==> src/rtl/shreg_pkg.sv <==
// Shared definitions for the shift-register feed sequencer: state encoding,
// delivery mode constants and default widths.
package shreg_pkg;

  localparam int DEF_DATA_W = 8;
  localparam int DEF_REG_W  = 4;

  localparam logic MODE_SERIAL   = 1'b0;
  localparam logic MODE_PARALLEL = 1'b1;

  typedef enum logic [1:0] {
    ST_IDLE  = 2'd0,
    ST_SHIFT = 2'd1,
    ST_LOAD  = 2'd2,
    ST_DONE  = 2'd3
  } state_t;

endpackage

==> src/rtl/shreg_feed_cnt.sv <==
// Loadable down-counter with enable; holds at zero. Tracks which bit or chunk
// of the current word is on the register inputs.
module shreg_feed_cnt #(
  parameter int CNT_W = 4
) (
  input  logic             clk,
  input  logic             rst_n,
  input  logic             load,
  input  logic [CNT_W-1:0] load_val,
  input  logic             en,
  output logic [CNT_W-1:0] cnt,
  output logic             zero
);

  logic [CNT_W-1:0] cnt_q, cnt_d;

  // Next count: load wins over decrement, and the count never wraps below zero.
  always_comb begin
    cnt_d = cnt_q;
    if (load) begin
      cnt_d = load_val;
    end else if (en && (cnt_q != '0)) begin
      cnt_d = cnt_q - 1'b1;
    end
  end

  // Count register.
  always_ff @(posedge clk or negedge rst_n) begin
    if (!rst_n) begin
      cnt_q <= '0;
    end else begin
      cnt_q <= cnt_d;
    end
  end

  assign cnt  = cnt_q;
  assign zero = (cnt_q == '0);

endmodule

==> src/rtl/shreg_feed_ctrl.sv <==
// Feeds DATA_W-bit words into a REG_W-bit shift register, either serially
// (Sh/SI, MSB first) or as parallel chunks (L/D, MSB chunk first).
//
// state    | meaning
// ---------+-----------------------------------------------------------
// ST_IDLE  | waiting for a word, in_ready=1
// ST_SHIFT | presenting bits on SI with Sh (hold pauses)
// ST_LOAD  | presenting chunks on D with L (hold pauses)
// ST_DONE  | one-cycle done pulse, then back to idle
//
// The counter holds the index of the bit/chunk currently on the outputs; the
// accept edge already presents the first item so it shows one cycle later.
module shreg_feed_ctrl
  import shreg_pkg::*;
#(
  parameter int DATA_W = DEF_DATA_W,
  parameter int REG_W  = DEF_REG_W
) (
  input  logic              clk,
  input  logic              rst_n,
  input  logic              in_valid,
  input  logic [DATA_W-1:0] in_data,
  input  logic              in_mode,
  input  logic              hold,
  output logic              in_ready,
  output logic              L,
  output logic              Sh,
  output logic              SI,
  output logic [REG_W-1:0]  D,
  output logic              busy,
  output logic              done
);

  localparam int N_SER = DATA_W;
  localparam int N_PAR = DATA_W / REG_W;
  localparam int CNT_W = $clog2(DATA_W) + 1;
  localparam logic [CNT_W-1:0] SER_LAST = CNT_W'(N_SER - 1);
  localparam logic [CNT_W-1:0] PAR_LAST = CNT_W'(N_PAR - 1);

  state_t              state_q, state_d;
  logic [DATA_W-1:0]   word_q, word_d;
  logic                l_q, l_d;
  logic                sh_q, sh_d;
  logic                si_q, si_d;
  logic [REG_W-1:0]    d_q, d_d;
  logic                busy_q, busy_d;
  logic                done_q, done_d;

  logic                accept;
  logic                active;
  logic [CNT_W-1:0]    cnt;
  logic                cnt_zero;
  logic [CNT_W-1:0]    cnt_dec;
  logic [CNT_W-1:0]    cnt_ld_val;
  logic                ser_bit;
  logic [REG_W-1:0]    par_chunk;

  assign in_ready   = (state_q == ST_IDLE);
  assign accept     = in_ready && in_valid;
  assign active     = (state_q == ST_SHIFT) || (state_q == ST_LOAD);
  assign cnt_ld_val = (in_mode == MODE_PARALLEL) ? PAR_LAST : SER_LAST;
  assign cnt_dec    = cnt - 1'b1;

  shreg_feed_cnt #(.CNT_W(CNT_W)) u_cnt (
    .clk      (clk),
    .rst_n    (rst_n),
    .load     (accept),
    .load_val (cnt_ld_val),
    .en       (active && !hold),
    .cnt      (cnt),
    .zero     (cnt_zero)
  );

  // Select the next pending bit/chunk of the latched word (index cnt-1).
  always_comb begin
    ser_bit   = 1'b0;
    par_chunk = '0;
    for (int i = 0; i < N_SER; i++) begin
      if (int'(cnt_dec) == i) ser_bit = word_q[i];
    end
    for (int j = 0; j < N_PAR; j++) begin
      if (int'(cnt_dec) == j) par_chunk = word_q[j*REG_W +: REG_W];
    end
  end

  // State, data latch and output registers.
  always_ff @(posedge clk or negedge rst_n) begin
    if (!rst_n) begin
      state_q <= ST_IDLE;
      word_q  <= '0;
      l_q     <= 1'b0;
      sh_q    <= 1'b0;
      si_q    <= 1'b0;
      d_q     <= '0;
      busy_q  <= 1'b0;
      done_q  <= 1'b0;
    end else begin
      state_q <= state_d;
      word_q  <= word_d;
      l_q     <= l_d;
      sh_q    <= sh_d;
      si_q    <= si_d;
      d_q     <= d_d;
      busy_q  <= busy_d;
      done_q  <= done_d;
    end
  end

  // Next-state decode.
  always_comb begin
    state_d = state_q;
    case (state_q)
      ST_IDLE:  if (in_valid) state_d = (in_mode == MODE_PARALLEL) ? ST_LOAD : ST_SHIFT;
      ST_SHIFT,
      ST_LOAD:  if (!hold && cnt_zero) state_d = ST_DONE;
      ST_DONE:  state_d = ST_IDLE;
      default:  state_d = ST_IDLE;
    endcase
  end

  // Output register inputs: strobes default low, SI/D keep their last value.
  always_comb begin
    word_d = word_q;
    l_d    = 1'b0;
    sh_d   = 1'b0;
    si_d   = si_q;
    d_d    = d_q;
    busy_d = 1'b0;
    done_d = 1'b0;
    case (state_q)
      ST_IDLE: begin
        if (in_valid) begin
          word_d = in_data;
          busy_d = 1'b1;
          if (in_mode == MODE_SERIAL) begin
            sh_d = 1'b1;
            si_d = in_data[DATA_W-1];
          end else begin
            l_d  = 1'b1;
            si_d = 1'b0;
            d_d  = in_data[DATA_W-1 -: REG_W];
          end
        end
      end
      ST_SHIFT,
      ST_LOAD: begin
        busy_d = 1'b1;
        if (!hold) begin
          if (cnt_zero) begin
            busy_d = 1'b0;
            done_d = 1'b1;
          end else if (state_q == ST_SHIFT) begin
            sh_d = 1'b1;
            si_d = ser_bit;
          end else begin
            l_d = 1'b1;
            d_d = par_chunk;
          end
        end
      end
      default: ;
    endcase
  end

  assign L    = l_q;
  assign Sh   = sh_q;
  assign SI   = si_q;
  assign D    = d_q;
  assign busy = busy_q;
  assign done = done_q;

endmodule

==> config.mk <==
export PLATFORM = sky130hd
export DESIGN_NAME = shreg_feed_ctrl
export DESIGN_NICKNAME = d
export VERILOG_FILES = /design/src/rtl/shreg_pkg.sv /design/src/rtl/shreg_feed_cnt.sv /design/src/rtl/shreg_feed_ctrl.sv
export SDC_FILE = /design/constraint.sdc
export NUM_CORES = 1
export LEC_CHECK = 0
export ABC_CLOCK_PERIOD_IN_PS = 4350
export BUFFER_PORTS_ARGS = -buffer_cell sky130_fd_sc_hd__buf_2
export CAP_MARGIN = 15
export CORE_ASPECT_RATIO = 1.4
export CORE_MARGIN = 3
export CORE_UTILIZATION = 59
export CTS_BUF_LIST = sky130_fd_sc_hd__clkbuf_16
export DETAILED_ROUTE_END_ITERATION = 7
export GPL_TIMING_DRIVEN = 0
export PLACE_DENSITY = 0.83
export SYNTH_ARGS = -nofsm -noshare
export SYNTH_HDL_FRONTEND = slang
export SYNTH_SLANG_ARGS = --single-unit
==> constraint.sdc <==
create_clock -name clk -period 4.35 [get_ports clk]
set_input_delay 0.6525 -clock clk [delete_from_list [all_inputs] [get_ports clk]]
set_output_delay 0.6525 -clock clk [all_outputs]
set_load 0.02 [all_outputs]
==> summary.txt <==
Timing
  • Fmax: about 500 MHz
  • Final worst clock skew: 0.00701 ns
  • Worst-margin pin slew: about 0.55 ns
  • Time the worst path needs with I/O delays and setup: slightly above 2 ns
  • Worst setup slack after layout: around 2.3 ns
  • Hold Fails Final Rpt: 0
  • RSZ-0062 raised after global routing: no
  • Setup TNS: 0 ns
  • Total count of max-transition violations in the final report: 0
  • Worst rel slew slack: ~64%
  • Part of the cycle the worst path needs: between 40 and 50%
  • Number of failing setup endpoints in the final timing report: 0

GRT
  • Met3 usage in global routing: 2.86%
  • Highest-utilization routing layer at the global route stage: met2
  • Met2 routing resource usage after global routing: 36.4%
  • Number of antenna violations at the first check in global routing: 0
  • Global-route congestion overflow total: 0
  • Overall track demand over capacity in global routing: 22.9%
  • Routing usage on met1: between 30% and 40%
  • Maximum number of pins on one net before global-route repair: 24
  • Global-route wire length before repair: around 5100 µm
  • Vias in the first global route: approximately 1100

Routing
  • Post-Route WL: 2960 µm
  • Antenna-violating nets left: 0
  • Routed wirelength normalized by instance count: between 15 and 20 µm
  • Vias per Instance: ~5.9
  • Iteration-0 DRC Markers: 44
  • Drt pass-1 iters: 5
  • Post-detailed-route DRC marker count: 0
  • Vias post-DR: 1145

Clock tree
  • Clock tree from TritonCTS: built
  • Clock-pin slew reported for the worst setup and hold paths after clock tree synthesis: about 0.060 ns
  • Number of buffers added to fix hold violations after cts: 0
  • Number of buffers between clock root and the deepest sink: 2
  • Setup bufs post-CTS: 0
  • Total of cells resized after clock tree synthesis: 0
  • Insertion delay of the later-clocked pin in the worst-skew pair: 0.26 ns
  • H-tree depth: 1
  • Sink count of the clock tree: 23
  • Inserted Clock Buffers: 3
  • Clock root buffer: clkbuf_16

Floorplan
  • FP Rows: 20
  • I/O Pins: 23
  • Floorplan core area: 2200 µm²
  • Die area: just under 3000 µm²
  • Die height: between 60 and 70 µm
  • Die span in x: approximately 47 µm
  • Starting utilization of the core area: 62.4%

Final layout
  • Diode count: 0
  • Number of fillers in the final layout: between 150 and 200
  • Signed area change from the synthesized netlist to the final layout: 15.8%
  • Net count of the finished layout: 194
  • Fraction of layout instances using a drive strength above 1: between 20% and 30%

Critical path
  • CP Capture Type: flop
  • Largest fanout on the critical path: 10
  • Data required time at the worst endpoint: 4.54 ns
  • Flop2flop setup slack: approximately 2.3 ns
  • Critical path origin: state_q[0]
  • Arrival time at the worst endpoint: between 2 and 2.5 ns
  • Nature of the critical path startpoint: flop
  • Origin of the critical flop-to-flop path: state_q[0]
  • Worst setup path class: flop to flop

Synthesis
  • Largest area contributor in the synthesized netlist: dfrtp_1
  • Sequential share of the synthesized area: a little over two fifths
  • Number of enable flip-flop cells after synthesis: 0
  • Most frequently used flop master after synthesis: dfrtp_1
  • Post-Syn Area: between 1000 and 1500 µm²
  • Share of synthesized flip-flops with an asynchronous set or reset: 100%
  • Warnings from Yosys: 0
  • Mapped Avg Cell Area: 9.48 µm²
  • Flops & latches, synth: 23
  • Synth Instances: between 100 and 150
  • Number of unique standard cell types used by synthesis: 39
  • Most frequent cells after synthesis: dfrtp_1, nand2_1, a21oi_1
  • Synth top area share: approximately two fifths
  • Most frequent cell after synthesis: dfrtp_1
  • Net count after synthesis: approximately 170
  • Top cells by area in the synthesized netlist: dfrtp_1, ha_1, mux2_2, nand2_1, a21oi_1

Placed design
  • Worst Setup Slack post-DPL: 2.32 ns
  • Detailed placement HPWL: ~2100 µm
  • Final GP Congestion: 0.882
  • Count of input and output buffers: 22

Outcome
  • Outcome: finished clean

Pwr
  • Cell Pwr Density: between 800 and 900 nW/µm²
  • Static leakage: 0.746 nW
  • VDD IR max: between 0.0005 and 0.0006 V

Run
  • Max_cap viols: 0

Hold path
  • Hold Crit Class: primary input to asynchronous set/reset pin
-- power by group --
group / leakage (nW) / total, W / internal, W / switching [W]
clock network: 0.0409 / 0.000202 / 0.000124 / 0.0000787
registers: 0.276 / 0.000403 / 0.000321 / 0.0000822
logic: 0.429 / 0.000770 / 0.000328 / 0.000442
-- sequential cells by signal, summed over array words and instances, names as in the netlist --
signal and count:
done 1, busy 1, SI 1, D 4
state_q 2, L 1, word_q 8, u_cnt.cnt 4
Sh 1
-- cell usage in the layout (no fill, tap or decap), drive strengths merged, types with 2 or more instances in the layout --
| master | Yosys | routed |
|---|---|---|
| buf | 4 | 26 |
| dfrtp | 23 | 23 |
| nand2 | 19 | 19 |
| a21oi | 14 | 14 |
| nor2 | 10 | 10 |
| ha | 9 | 9 |
| o21ai | 8 | 8 |
| mux2 | 8 | 8 |
| inv | 7 | 7 |
| nor2b | 6 | 6 |
| clkbuf | 1 | 4 |
| o22ai | 3 | 3 |
| nand3b | 3 | 3 |
| nor3b | 2 | 2 |
| nand2b | 2 | 2 |
| a221oi | 2 | 2 |
| xor2 | 2 | 2 |
| a21o | 2 | 2 |
| nor3 | 2 | 2 |
| a211oi | 2 | 2 |
| a21boi | 2 | 2 |
-- per-layer routing --
metal / wire length (µm) / vias up
met4: 6 / 0
met1: 1290 / 554
met5: 0 / -
met3: 71 / 2
met2: 1600 / 21
li1: - / 568
-- final cells by class --
cell class,instances,area (µm²),share of cell area (%)
Timing Repair Buffer,22,110,6.91
Buffer,5,27.5,1.73
Clock inverter,1,5.00,0.314
Multi-Input combinational cell,110,746,46.8
Inverter,7,26.3,1.65
Sequential cell,23,576,36.1
Clock buffer,3,75.1,4.71
Tap cell,22,27.5,1.73
-- worst paths after layout --
kind / end / depth (start not counted)
worst max-delay path: D[0] / 6
worst min-delay path: word_q[5] / 1
worst max register to register: D[0] / 6
worst min register to register: word_q[0] / 1
max in group asynchronous: u_cnt.cnt[0] / 1
min in group clk: word_q[0] / 1
-- cell families (layout without fill, tap and decap cells) --
group,after synthesis,after routing,share of synthesized area [%]
AND/OR/NAND/NOR,51,51,19.6
AO/OA/AOI/OAI,39,39,18.0
flip-flops,23,23,41.9
XOR/XNOR,3,3,1.91
multiplexers,8,8,6.55
buffers and inverters,12,38,3.91
adder cells (fa/ha/maj),9,9,8.19
-- stage by stage --
| stage | hold WS (ns) | utilization, % | cells | area, µm² | total power (W) |
|---|---|---|---|---|---|
| 2_1_floorplan | 0.357 | - | 145 | 1380 | 0.000981 |
| 3_3_place_gp | 0.497 | 68.7 | 189 | 1510 | 0.00114 |
| 3_5_place_dp | 0.499 | 68.7 | 189 | 1510 | 0.00117 |
| 4_1_cts | 0.374 | 72.3 | 193 | 1590 | 0.00138 |
| 5_1_grt | 0.395 | 72.3 | 193 | 1590 | 0.00149 |
| 6_report | 0.350 | 72.3 | 193 | 1590 | 0.00138 |
-- worst max-delay path, cell delays in order, from the launching register on --
cell and delay (ns):
dfrtp_1 0.41, inv_1 0.10, ha_1 0.37, clkbuf_1 0.39, a21boi_1 0.38, a21oi_1 0.14, a21oi_1 0.17
Power figures use the tool's default switching activity.
